### config.mk
export PLATFORM = sky130hd
export DESIGN_NAME = hysteresis_counter_table
export DESIGN_NICKNAME = d
export VERILOG_FILES = /design/src/rtl/hysteresis_counter_table.sv
export SDC_FILE = /design/constraint.sdc
export NUM_CORES = 1
export LEC_CHECK = 0
export CELL_PAD_IN_SITES_DETAIL_PLACEMENT = 1
export CELL_PAD_IN_SITES_GLOBAL_PLACEMENT = 1
export CORE_MARGIN = 2
export CORE_UTILIZATION = 50
export CTS_BUF_LIST = sky130_fd_sc_hd__clkbuf_16
export CTS_CLUSTER_DIAMETER = 120
export DETAILED_ROUTE_END_ITERATION = 7
export PLACE_DENSITY = 0.92
export SLEW_MARGIN = 20
export SYNTH_ARGS = -nofsm -noshare
export SYNTH_HDL_FRONTEND = slang
export SYNTH_SLANG_ARGS = --single-unit
### constraint.sdc
create_clock -name clock -period 3.7 [get_ports clock]
set_input_delay 0.555 -clock clock [delete_from_list [all_inputs] [get_ports clock]]
set_output_delay 0.555 -clock clock [all_outputs]
set_load 0.01 [all_outputs]
### src/rtl/hysteresis_counter_table.sv
// -----------------------------------------------------------------------------
// hysteresis_counter_table
//
// Table of DEPTH saturating counters (0..RANGE-1) with a hysteresis jump across
// the mid-point: moving up out of HALF_LOW lands on HALF_HIGH+COERCIVITY, and
// moving down out of HALF_HIGH lands on HALF_LOW-COERCIVITY. That makes the
// taken/not-taken decision (count >= RANGE/2) resist flipping back on a single
// contrary event.
//
// A flush pulse starts a sweep that rewrites one entry per cycle, from index 0
// up to DEPTH-1, to RESET_VALUE. While the sweep runs, busy is high and reads,
// updates and further flush pulses are dropped.
//
// Optional feature (macro HYSTERESIS_COUNTER_TABLE_BYPASS_EN):
//   defined   -> a read and an update to the same index in the same cycle
//                returns the post-update value.
//   undefined -> the same collision returns the pre-update value.
//   In both builds the update itself is applied.
//
// Ports
//   clock              in   single clock, rising edge
//   resetn             in   asynchronous active-low reset
//   read_enable        in   read request (accepted when busy is low)
//   read_index         in   entry to read
//   read_count         out  registered entry value, 1-cycle read latency
//   read_decision      out  read_count >= RANGE/2 (combinational)
//   update_enable      in   update request (accepted when busy is low)
//   update_index       in   entry to update
//   increment          in   count up
//   decrement          in   count down
//   flush              in   start a reinitialisation sweep
//   busy               out  sweep in progress
//   debug_flush_state  out  flush FSM state (0 = IDLE, 1 = FLUSH)
//
// Handshake: there is no back-pressure. A request is taken on the rising edge
// where its enable is high and busy is low; otherwise it is silently dropped.
// -----------------------------------------------------------------------------
module hysteresis_counter_table #(
    parameter int DEPTH       = 16,
    parameter int RANGE       = 4,
    parameter int RESET_VALUE = 0,
    parameter int COERCIVITY  = 1,
    parameter int WIDTH       = $clog2(RANGE),
    parameter int INDEX_WIDTH = $clog2(DEPTH)
) (
    input  logic                   clock,
    input  logic                   resetn,
    input  logic                   read_enable,
    input  logic [INDEX_WIDTH-1:0] read_index,
    output logic [WIDTH-1:0]       read_count,
    output logic                   read_decision,
    input  logic                   update_enable,
    input  logic [INDEX_WIDTH-1:0] update_index,
    input  logic                   increment,
    input  logic                   decrement,
    input  logic                   flush,
    output logic                   busy,
    output logic                   debug_flush_state
);

    localparam logic [WIDTH-1:0]       RESET_V     = WIDTH'(RESET_VALUE);
    localparam logic [WIDTH-1:0]       MAX_V       = WIDTH'(RANGE - 1);
    localparam logic [WIDTH-1:0]       HALF_LOW_V  = WIDTH'(RANGE / 2 - 1);
    localparam logic [WIDTH-1:0]       HALF_HIGH_V = WIDTH'(RANGE / 2);
    localparam logic [WIDTH-1:0]       JUMP_UP_V   = WIDTH'(RANGE / 2 + COERCIVITY);
    localparam logic [WIDTH-1:0]       JUMP_DN_V   = WIDTH'(RANGE / 2 - 1 - COERCIVITY);
    localparam logic [WIDTH-1:0]       ONE_V       = WIDTH'(1);
    localparam logic [INDEX_WIDTH-1:0] LAST_IDX    = INDEX_WIDTH'(DEPTH - 1);
    // One extra bit so indexes past a non-power-of-2 DEPTH can be detected.
    localparam logic [INDEX_WIDTH:0]   DEPTH_EXT   = (INDEX_WIDTH + 1)'(DEPTH);

    typedef enum logic {
        S_IDLE  = 1'b0,
        S_FLUSH = 1'b1
    } state_e;

    state_e                 state_q, state_d;
    logic [INDEX_WIDTH-1:0] sweep_idx_q, sweep_idx_d;
    logic [WIDTH-1:0]       entry_q [DEPTH];
    logic [WIDTH-1:0]       entry_d [DEPTH];
    logic [WIDTH-1:0]       read_count_q, read_count_d;

    logic                   busy_w;
    logic                   upd_in_range;
    logic                   rd_in_range;
    logic                   upd_accept;
    logic                   rd_accept;
    logic [WIDTH-1:0]       upd_cur;
    logic [WIDTH-1:0]       upd_next;
    logic [WIDTH-1:0]       rd_cur;

    // Saturating step with the hysteresis jump across the mid-point.
    // Both or neither direction leaves the value unchanged.
    function automatic logic [WIDTH-1:0] next_count(input logic [WIDTH-1:0] cur,
                                                    input logic             inc,
                                                    input logic             dec);
        logic [WIDTH-1:0] nxt;
        nxt = cur;
        if (inc && !dec) begin
            if (cur == MAX_V)           nxt = cur;
            else if (cur == HALF_LOW_V) nxt = JUMP_UP_V;
            else                        nxt = cur + ONE_V;
        end else if (dec && !inc) begin
            if (cur == '0)               nxt = cur;
            else if (cur == HALF_HIGH_V) nxt = JUMP_DN_V;
            else                         nxt = cur - ONE_V;
        end
        return nxt;
    endfunction

    assign busy_w            = (state_q == S_FLUSH);
    assign busy              = busy_w;
    assign debug_flush_state = logic'(state_q);

    assign upd_in_range = ({1'b0, update_index} < DEPTH_EXT);
    assign rd_in_range  = ({1'b0, read_index} < DEPTH_EXT);

    assign upd_accept = update_enable && !busy_w && upd_in_range;
    assign rd_accept  = read_enable && !busy_w;

    assign upd_cur  = upd_in_range ? entry_q[update_index] : RESET_V;
    assign upd_next = next_count(upd_cur, increment, decrement);
    // Out-of-range reads see the reset value rather than a missing entry.
    assign rd_cur   = rd_in_range ? entry_q[read_index] : RESET_V;

    // ------------------------------------------------------------------
    // Flush FSM: next state
    // ------------------------------------------------------------------
    always_comb begin
        state_d     = state_q;
        sweep_idx_d = sweep_idx_q;
        case (state_q)
            S_IDLE: begin
                if (flush) begin
                    state_d     = S_FLUSH;
                    sweep_idx_d = '0;
                end
            end
            S_FLUSH: begin
                // Flush pulses are ignored here; the sweep always completes.
                if (sweep_idx_q == LAST_IDX) begin
                    state_d     = S_IDLE;
                    sweep_idx_d = '0;
                end else begin
                    sweep_idx_d = sweep_idx_q + INDEX_WIDTH'(1);
                end
            end
            default: begin
                state_d     = S_IDLE;
                sweep_idx_d = '0;
            end
        endcase
    end

    always_ff @(posedge clock or negedge resetn) begin
        if (!resetn) begin
            state_q     <= S_IDLE;
            sweep_idx_q <= '0;
        end else begin
            state_q     <= state_d;
            sweep_idx_q <= sweep_idx_d;
        end
    end

    // ------------------------------------------------------------------
    // Entry storage. An update accepted in the same IDLE cycle as a flush
    // pulse lands first; the sweep overwrites it later.
    // ------------------------------------------------------------------
    always_comb begin
        for (int i = 0; i < DEPTH; i++) begin
            entry_d[i] = entry_q[i];
        end
        if (upd_accept) begin
            entry_d[update_index] = upd_next;
        end
        if (busy_w) begin
            entry_d[sweep_idx_q] = RESET_V;
        end
    end

    always_ff @(posedge clock or negedge resetn) begin
        if (!resetn) begin
            for (int i = 0; i < DEPTH; i++) begin
                entry_q[i] <= RESET_V;
            end
        end else begin
            for (int i = 0; i < DEPTH; i++) begin
                entry_q[i] <= entry_d[i];
            end
        end
    end

    // ------------------------------------------------------------------
    // Read port: registered, holds when no read is accepted.
    // ------------------------------------------------------------------
    always_comb begin
        read_count_d = read_count_q;
        if (rd_accept) begin
            read_count_d = rd_cur;
`ifdef HYSTERESIS_COUNTER_TABLE_BYPASS_EN
            // Forward the value being written this cycle to a colliding read.
            if (upd_accept && (update_index == read_index)) begin
                read_count_d = upd_next;
            end
`endif
        end
    end

    always_ff @(posedge clock or negedge resetn) begin
        if (!resetn) begin
            read_count_q <= RESET_V;
        end else begin
            read_count_q <= read_count_d;
        end
    end

    assign read_count    = read_count_q;
    assign read_decision = (read_count_q >= HALF_HIGH_V);

endmodule

== Yosys cells after proc, flatten, opt, wreduce, memory -nomap -nowiden ==
Cells that the tools add are included.
Widths: inputs -> output; s select.

* Add/sub/neg operators: 3
* Magnitude comparators: 6
* Equal/unequal tests: 5
* Muxes and demuxes: 25
* Bitwise logic cells: 6
* Reduce and logical (&&, ||, !) cells: 10

{| class="wikitable"
|+ Operators by type and width
! cell !! number
|-
| $mux 32 || 2
|-
| $and 32x32->32 || 1
|-
| $bwmux 32 || 1
|-
| $not 32->32 || 1
|-
| $mux 2 || 12
|-
| $bmux 2 s4 || 2
|-
| $demux 2 s4 || 2
|-
| $ge 5x5->1 const B || 3
|-
| $not 4->5 || 3
|-
| $lt 5x1->1 const B || 2
|-
| $mux 4 || 2
|-
| $pmux 4 s2 || 1
|-
| $logic_and 1x1->1 || 6
|-
| $add 4x1->4 const B || 1
|-
| $eq 2x2->1 const B || 2
|-
| $eq 4x4->1 const B || 1
|-
| $logic_not 1->1 || 3
|-
| $add 2x1->2 const B || 1
|-
| $eq 2x1->1 const B || 1
|-
| $ge 2x2->1 const B || 1
|-
| $logic_not 2->1 || 1
|-
| $mux 1 || 2
|-
| $ne 2x2->1 const B || 1
|-
| $pmux 1 s2 || 1
|-
| 2 further kinds || 2
|}

* Register bits: 39
* Input port bits: 15

== Depth between registers and ports, before layout ==
Gate-level depths: netlist of the first run.

* Depth in word-level cells: 13
* Depth in mapped cells: 8
* Depth with buffers taken out: 5

== Worst setup path before layout of the first run ==
OpenSTA, ideal clock, no wires.

* Path type: input to register
* Start: input read_index[0]
* End: register read_count_q[0], in the netlist read_count[0]
* Setup time: 0.125 ns
* Data arrival time: 2.009 ns
* Required time: 3.575 ns
* Setup slack: 1.566 ns
* Cell stages on the path: 4
* Path buffers: 1
* Cells stage by stage: buf_2 mux4_2 mux4_2 mux2_2

* Longest elaborated chain between the ends: 4

{| class="wikitable"
|+ Ends and longest elaborated chain
! item !! line !! text
|-
| start, declared || 49 || <nowiki>input logic [INDEX_WIDTH-1:0] read_index,</nowiki>
|-
| $not 4->5 (implied by the code) || 124 || <nowiki>assign rd_cur = rd_in_range ? entry_q[read_index] : RESET_V;</nowiki>
|-
| $bmux 2 s4 || 124 ||
|-
| $mux 2 (implied by the code) (2 in a row) || 124 ||
|-
| end signal, assigned || 213 || <nowiki>read_count_q <= read_count_d;</nowiki>
|-
| end, declared || 81 || <nowiki>logic [WIDTH-1:0] read_count_q, read_count_d;</nowiki>
|}

Every way passes these cells. The select of a mux whose other input is x is not followed.
A chain may end at the register's enable or synchronous reset.

==> qor.yml, run 1 <==
worst_setup_path:
  endpoint_kind: "flop"
  critical_path.startpoint_type: "primary input"
  crit_fanout: 16
  worst_path_max_delay_cell: "nor3_4"
  crit_required_ns: 3.80
  crit_arrival_ns: 3.17
  slowest_delay_ns: 0.72
  critPathKind: "primary input to flop"
  crit_path_cell_trace: "clkdlybuf4s50_1 > buf_4 > or2b_1 > o22ai_1 > a2111oi_2 > nor3_4 > a211oi_1"
place:
  numPortBuffers: 19
  dpl.hpwl_microns: 5855
  place_ws_ns: 0.4339
  dp.cells: 309
  routabilityCongestion: 0.9503
timing:
  setup_ws_ns: 0.6337
  hold_viol_final: 0
  finalCriticalPeriod_ns: 3.066
  slew_headroom_pct: 38.18
  period_share_pct: 82.87
  setup_viol: 0
  clock_skew_ns: 0.006108
  rsz0062_at_grt: "no"
  setup_tns_ns: 0
  tightest_slew_ns: 0.9243
  drv_slew: 0
  max_freq_mhz: 326.1
  whs_ns: 0.3953
die:
  core_sq_um: 5042
  die_h_microns: 75.66
  ioPinCount: 20
  dieArea_sq_um: 5724
  die-width_microns: 75.66
  fp-row-count: 26
  start_util_pct: 50.92
routing:
  drt_iter0_drc: 276
  firstDrtPassIters: 4
  postRouteAntennaNets: 0
  vias: 2252
  wirelength_microns: 8838
  wl_per_cell_microns: 27.97
  via_per_inst: 7.127
  drc: 0
finish:
  fin_cells: 316
  layout_common_cells: "dfrtp_1 (39), nor2_1 (28), o22ai_1 (25), clkdlybuf4s50_1 (18), a21oi_1 (16)"
  fill_cells: 532
  final_common_cell: "dfrtp_1"
  antenna_cells: 0
  drive_gt1_share_pct: 24.80
  area_growth_pct: 12.33
  fin_nets: 265
synth:
  synth_top_cell_area_share_pct: 38.01
  yosysTopAreaCell: "dfrtp_1"
  yosysWarnings: 0
  syn_area_sq_um: 2567
  yosysSeqAreaShare_pct: 38.01
  synth_edf_count: 0
  ys_seq_elements: 39
  synth_cells: 233
  ys.flop_type: "dfrtp_1"
  synth_area_leaders: "dfrtp_1 (38%), mux4_2 (11%), o22ai_1 (6.1%)"
  async_flop_share_pct: 100.0
  yosysUniqueCellTypes: 45
  synth_nets: 252
  avgSynthCellArea_sq_um: 11.02
clock_tree:
  ctsResizeCount: 0
  clkLatencyLatePin_ns: 0.29
  post-cts-setup-buffers: 0
  cts_root_buffer: "clkbuf_16"
  hold_buffers: 0
  cts.clk_slew.worst_paths_ns: 0.06
  cts_tree: "done"
  htreeDepth: 2
  cts_num_sinks: 39
  cts.path.max_buffers: 2
  numCtsBuffers: 5
power:
  p_per_area_nw_per_um2: 657.7
  vdd_ir_drop_max_uv: 318.5
  p_leak_uw: 0.001174
global_route:
  antenna_found_initial: 0
  grt_pass1_wl_microns: 13370
  grt_pass1_vias: 2392
  grt_max_degree: 40
  gr-total-overflow: 0
  groute.usage.overall_pct: 33.00
min_path:
  hp-class: "primary input to async pin"
run_status:
  status: "finished, final reports clean"
flow_run:
  cap_violations: 0
==> final cells by class <==
| cell class | count | area, sq um | share of cell area [%] |
|---|---|---|---|
| clock buffers | 5 | 125.1 | 4.338 |
| clock inverters | 2 | 37.54 | 1.302 |
| inverters | 6 | 22.52 | 0.7809 |
| multi-input cells | 173 | 1435 | 49.76 |
| flip-flops and latches | 39 | 975.9 | 33.84 |
| well taps | 70 | 87.58 | 3.037 |
| repair buffers | 21 | 200.2 | 6.941 |
==> layer usage <==
layer / up-vias / share of wire, % / global-route usage, %
met1: 1130 / 37 / 39.10
met4: 0 / 5.4 / 19.30
li1: 912 / - / -
met2: 159 / 49 / 53.53
met3: 51 / 8.1 / 9.524
met5: - / 0 / 0
==> sequential cells by signal, indices dropped and copies added, names as in the netlist <==
name         cells
busy             1
entry_q         32
read_count       2
sweep_idx_q      4
==> worst paths after layout <==
| kind | cells past startpoint | slack, ns | to | from |
|---|---|---|---|---|
| max | 7 | 0.63 | entry_q[30] | update_index[1] |
| min | 1 | 0.40 | sweep_idx_q[0] | resetn |
| max reg2reg | 5 | 1.24 | entry_q[30] | entry_q[10] |
| min reg2reg | 1 | 0.57 | read_count[0] | read_count[0] |
| max in group asynchronous | 1 | 2.74 | entry_q[9] | resetn |
| min in group clock | 1 | 0.57 | read_count[0] | read_count[0] |
==> power by group <==
group | internal, uW | switching (uW)
Sequential | 545 | 166
Combinational | 270 | 423
Clock | 314 | 178
Total | 1130 | 768
==> cells in the mapped netlist (all sizes together), types with 2 or more instances <==
master / count
or2b: 5
a21oi: 27
nand3: 2
nor2b: 2
nand4b: 2
inv: 6
nor2: 28
buf: 9
a211oi: 9
o221ai: 2
dfrtp: 39
mux2: 9
o21ai: 3
clkbuf: 6
nand4: 2
mux4: 13
nor3: 6
mux2i: 6
o22ai: 27
o31ai: 3
nand2: 13
ha: 4
nand2b: 2
==> worst max-delay path: cells and delay by family <==
| kind | cells | cell delay, ns |
|---|---|---|
| simple gates | 2 | 1.05 |
| buf+inv | 2 | 0.83 |
| compound gates | 3 | 0.72 |
==> logic make-up after synthesis <==
family | count (synthesis) | share of synthesized area (%)
AO/OA/AOI/OAI | 77 | 23.78
AND/OR/NAND/NOR | 64 | 12.48
flip-flops | 39 | 38.01
multiplexers | 28 | 17.69
buffers and inverters | 21 | 6.091
adder cells (fa/ha/maj) | 4 | 1.949
==> per-stage QoR <==
step	power, uW	instance area (sq um)	util [%]
2_1_floorplan	1136	2567	-
3_3_place_gp	1292	2721	53.97
3_5_place_dp	1347	2721	53.97
4_1_cts	1872	2884	57.20
5_1_grt	1972	2884	57.20
6_report	1897	2884	57.20
(Power assumes the default switching activity.)
==> run 2, diff against run 1 <==
- CORE_UTILIZATION: 50 -> 47
- PLACE_DENSITY: 0.92 -> 0.88
- clock period: 3.7 -> 3.13 ns (I/O delays scaled with it)
==> run 2 against run 1 <==
Compared with the run above: clock skew increased by 0.0020 ns; global-route usage fell by 0.77 points; sequential share of layout area fell by 0.45 points; via count increased by 1.4%; clock power grew 17%; utilization down 1.0 points; first-iteration DRC count fell by 32%; worst hold slack got worse by 0.081 ns; die area is 6.0% higher; cell count up 1.9%; wire length increased by 4.4%.
==> qor.yml, run 2 (synthesized netlist as in run 1, its figures left out) <==
run_status:
  status: "finished, final reports clean"  # unchanged
timing:
  tightest_slew_ns: 0.9659  # was 0.9243 ns
  setup_viol: 0  # unchanged
  clock_skew_ns: 0.008128  # was 0.006108 ns
  drv_slew: 0  # unchanged
  whs_ns: 0.3139  # was 0.3953 ns
  slew_headroom_pct: 35.40  # was 38.18%
  setup_tns_ns: 0  # unchanged
  max_freq_mhz: 342.6
  hold_viol_final: 0  # unchanged
  finalCriticalPeriod_ns: 2.919
  setup_ws_ns: 0.2113  # was 0.6337 ns
  period_share_pct: 93.25
  rsz0062_at_grt: "no"  # unchanged
worst_setup_path:
  rrSetupSlack_ns: 0.59  # was 1.24 ns
  endpoint_kind: "flop"  # unchanged
  crit_arrival_ns: 3.03  # was 3.17 ns
  reg2reg_to: "entry_q[22]"  # was entry_q[30]
  slowest_delay_ns: 0.80  # was 0.72 ns
  worst_path_max_delay_cell: "nor3_4"  # unchanged
  crit_required_ns: 3.24  # was 3.80 ns
  crit_path_cell_trace: "clkdlybuf4s50_1 > mux4_2 > a22oi_2 > a21oi_1 > nor3_4 > a21oi_1"  # was clkdlybuf4s50_1 > buf_4 > or2b_1 > o22ai_1 > a2111oi_2 > nor3_4 > a211oi_1
  ff2ff_path_depth: 5  # unchanged
  path_common_cell: "a21oi_1"
  critPathKind: "primary input to flop"  # unchanged
  critical_path.startpoint_type: "primary input"  # unchanged
  r2r_start: "entry_q[14]"  # was entry_q[10]
  crit_fanout: 16  # unchanged
flow_run:
  cap_violations: 0  # unchanged
global_route:
  grt_pass1_wl_microns: 14430  # was 13,370 microns
  antenna_found_initial: 0  # unchanged
  gr-total-overflow: 0  # unchanged
  grt_max_degree: 40  # unchanged
  grt_pass1_vias: 2469  # was 2,392
  groute.usage.overall_pct: 32.23  # was 33.00%
min_path:
  hp-class: "primary input to async pin"  # unchanged
routing:
  drc: 0  # unchanged
  vias: 2283  # was 2,252
  wirelength_microns: 9231  # was 8838 microns
  via_per_inst: 7.090  # was 7.127
  wl_per_cell_microns: 28.67  # was 27.97 microns
  postRouteAntennaNets: 0  # unchanged
  firstDrtPassIters: 4  # unchanged
  drt_iter0_drc: 189  # was 276
finish:
  drive_gt1_share_pct: 26.19  # was 24.80%
  regMostFlops: "entry_q"  # unchanged
  layout_common_cells: "dfrtp_1 (39), nor2_1 (28), o22ai_1 (25), clkdlybuf4s50_1 (18), a21oi_1 (16)"  # unchanged
  fill_cells: 549  # was 532
  antenna_cells: 0  # unchanged
  fin_cells: 322  # was 316
  final_util_pct: 56.15  # was 57.20%
  largest_reg_flops: 32  # unchanged
  final_common_cell: "dfrtp_1"  # unchanged
  fin_nets: 270  # was 265
  area_growth_pct: 13.84  # was 12.33%
die:
  start_util_pct: 49.33  # was 50.92%
  core_sq_um: 5205  # was 5042 sq um
  ioPinCount: 20  # unchanged
  die_h_microns: 77.91  # was 75.66 microns
  fp-row-count: 26  # unchanged
  dieArea_sq_um: 6070  # was 5724 sq um
  die-width_microns: 77.91  # was 75.66 microns
place:
  dp.cells: 314  # was 309
  routabilityCongestion: 0.8419  # was 0.9503
  dpl.hpwl_microns: 5648  # was 5855 microns
  numPortBuffers: 19  # unchanged
  place_ws_ns: 0.09429  # was 0.4339 ns
clock_tree:
  cts_root_buffer: "clkbuf_16"  # unchanged
  cts.path.max_buffers: 2  # unchanged
  cts.clk_slew.worst_paths_ns: 0.06  # about the same
  cts_tree: "done"  # unchanged
  ctsResizeCount: 0  # unchanged
  cts_num_sinks: 39  # unchanged
  htreeDepth: 2  # unchanged
  numCtsBuffers: 5  # unchanged
  hold_buffers: 0  # unchanged
  clkLatencyLatePin_ns: 0.29  # about the same
  post-cts-setup-buffers: 0  # unchanged
power:
  p_per_area_nw_per_um2: 767.7  # was 657.7 nW/um^2
  p_leak_uw: 0.001202  # was 0.001174 uW
  vdd_ir_drop_max_uv: 415.4  # was 318.5 uV
run 2: cell types whose count changed in the layout (fill, tap and decap cells not counted), sizes merged:
cell / change
clkinvlp: -1
buf: +5
clkinv: +2
run 2: layout make-up:
class	count	area (sq um)	area share [%]
inverters	6	22.52	0.7705
repair buffers	26	237.7	8.134
clock inverters	3	38.79	1.327
clock buffers	5	125.1	4.281
flip-flops and latches	39	975.9	33.39
multi-input cells	173	1435	49.10
well taps	70	87.58	2.997
run 2: metrics by stage:
| step | cell area [sq um] | power (uW) |
|---|---|---|
| after floorplan | 2567 | 1343 |
| after global placement | 2759 | 1534 |
| after detailed placement | 2759 | 1591 |
| after CTS | 2923 | 2220 |
| after global routing | 2923 | 2336 |
| final | 2923 | 2244 |
run 2: worst max path at each step:
| stage | start | end |
|---|---|---|
| 5_1_grt | update_index[3] | entry_q[22] |
| 3_3_place_gp | update_index[1] | entry_q[26] |
| 4_1_cts | update_index[3] | entry_q[22] |
| 3_5_place_dp | update_index[1] | entry_q[28] |
| 2_1_floorplan | read_index[0] | read_count[0] |
| 6_report | update_index[1] | entry_q[22] |
run 2: where the power goes:
| part | leakage [uW] | switching (uW) | internal (uW) |
|---|---|---|---|
| Sequential | 0.000528 | 189 | 645 |
| Clock | 0.0000812 | 205 | 372 |
| Combinational | 0.000593 | 510 | 324 |
run 2: worst max-delay path, delay by kind of cell:
| family | cells | cell delay [ns] |
|---|---|---|
| buffers and inverters | 1 | 0.58 |
| muxes | 1 | 0.57 |
| AOI/OAI and AO/OA | 3 | 0.59 |
| and+or+nand+nor | 1 | 0.80 |
run 2: per-layer routing:
metal / up-vias / part of all wire [%] / wire length, microns / GRT usage [%]
met3: 43 / 8.0 / 741 / 6.628
met1: 1161 / 38 / 3499 / 39.80
met4: 0 / 5.8 / 533 / 18.77
li1: 925 / - / - / -
met2: 154 / 48 / 4456 / 52.24
met5: - / 0 / 0 / 0
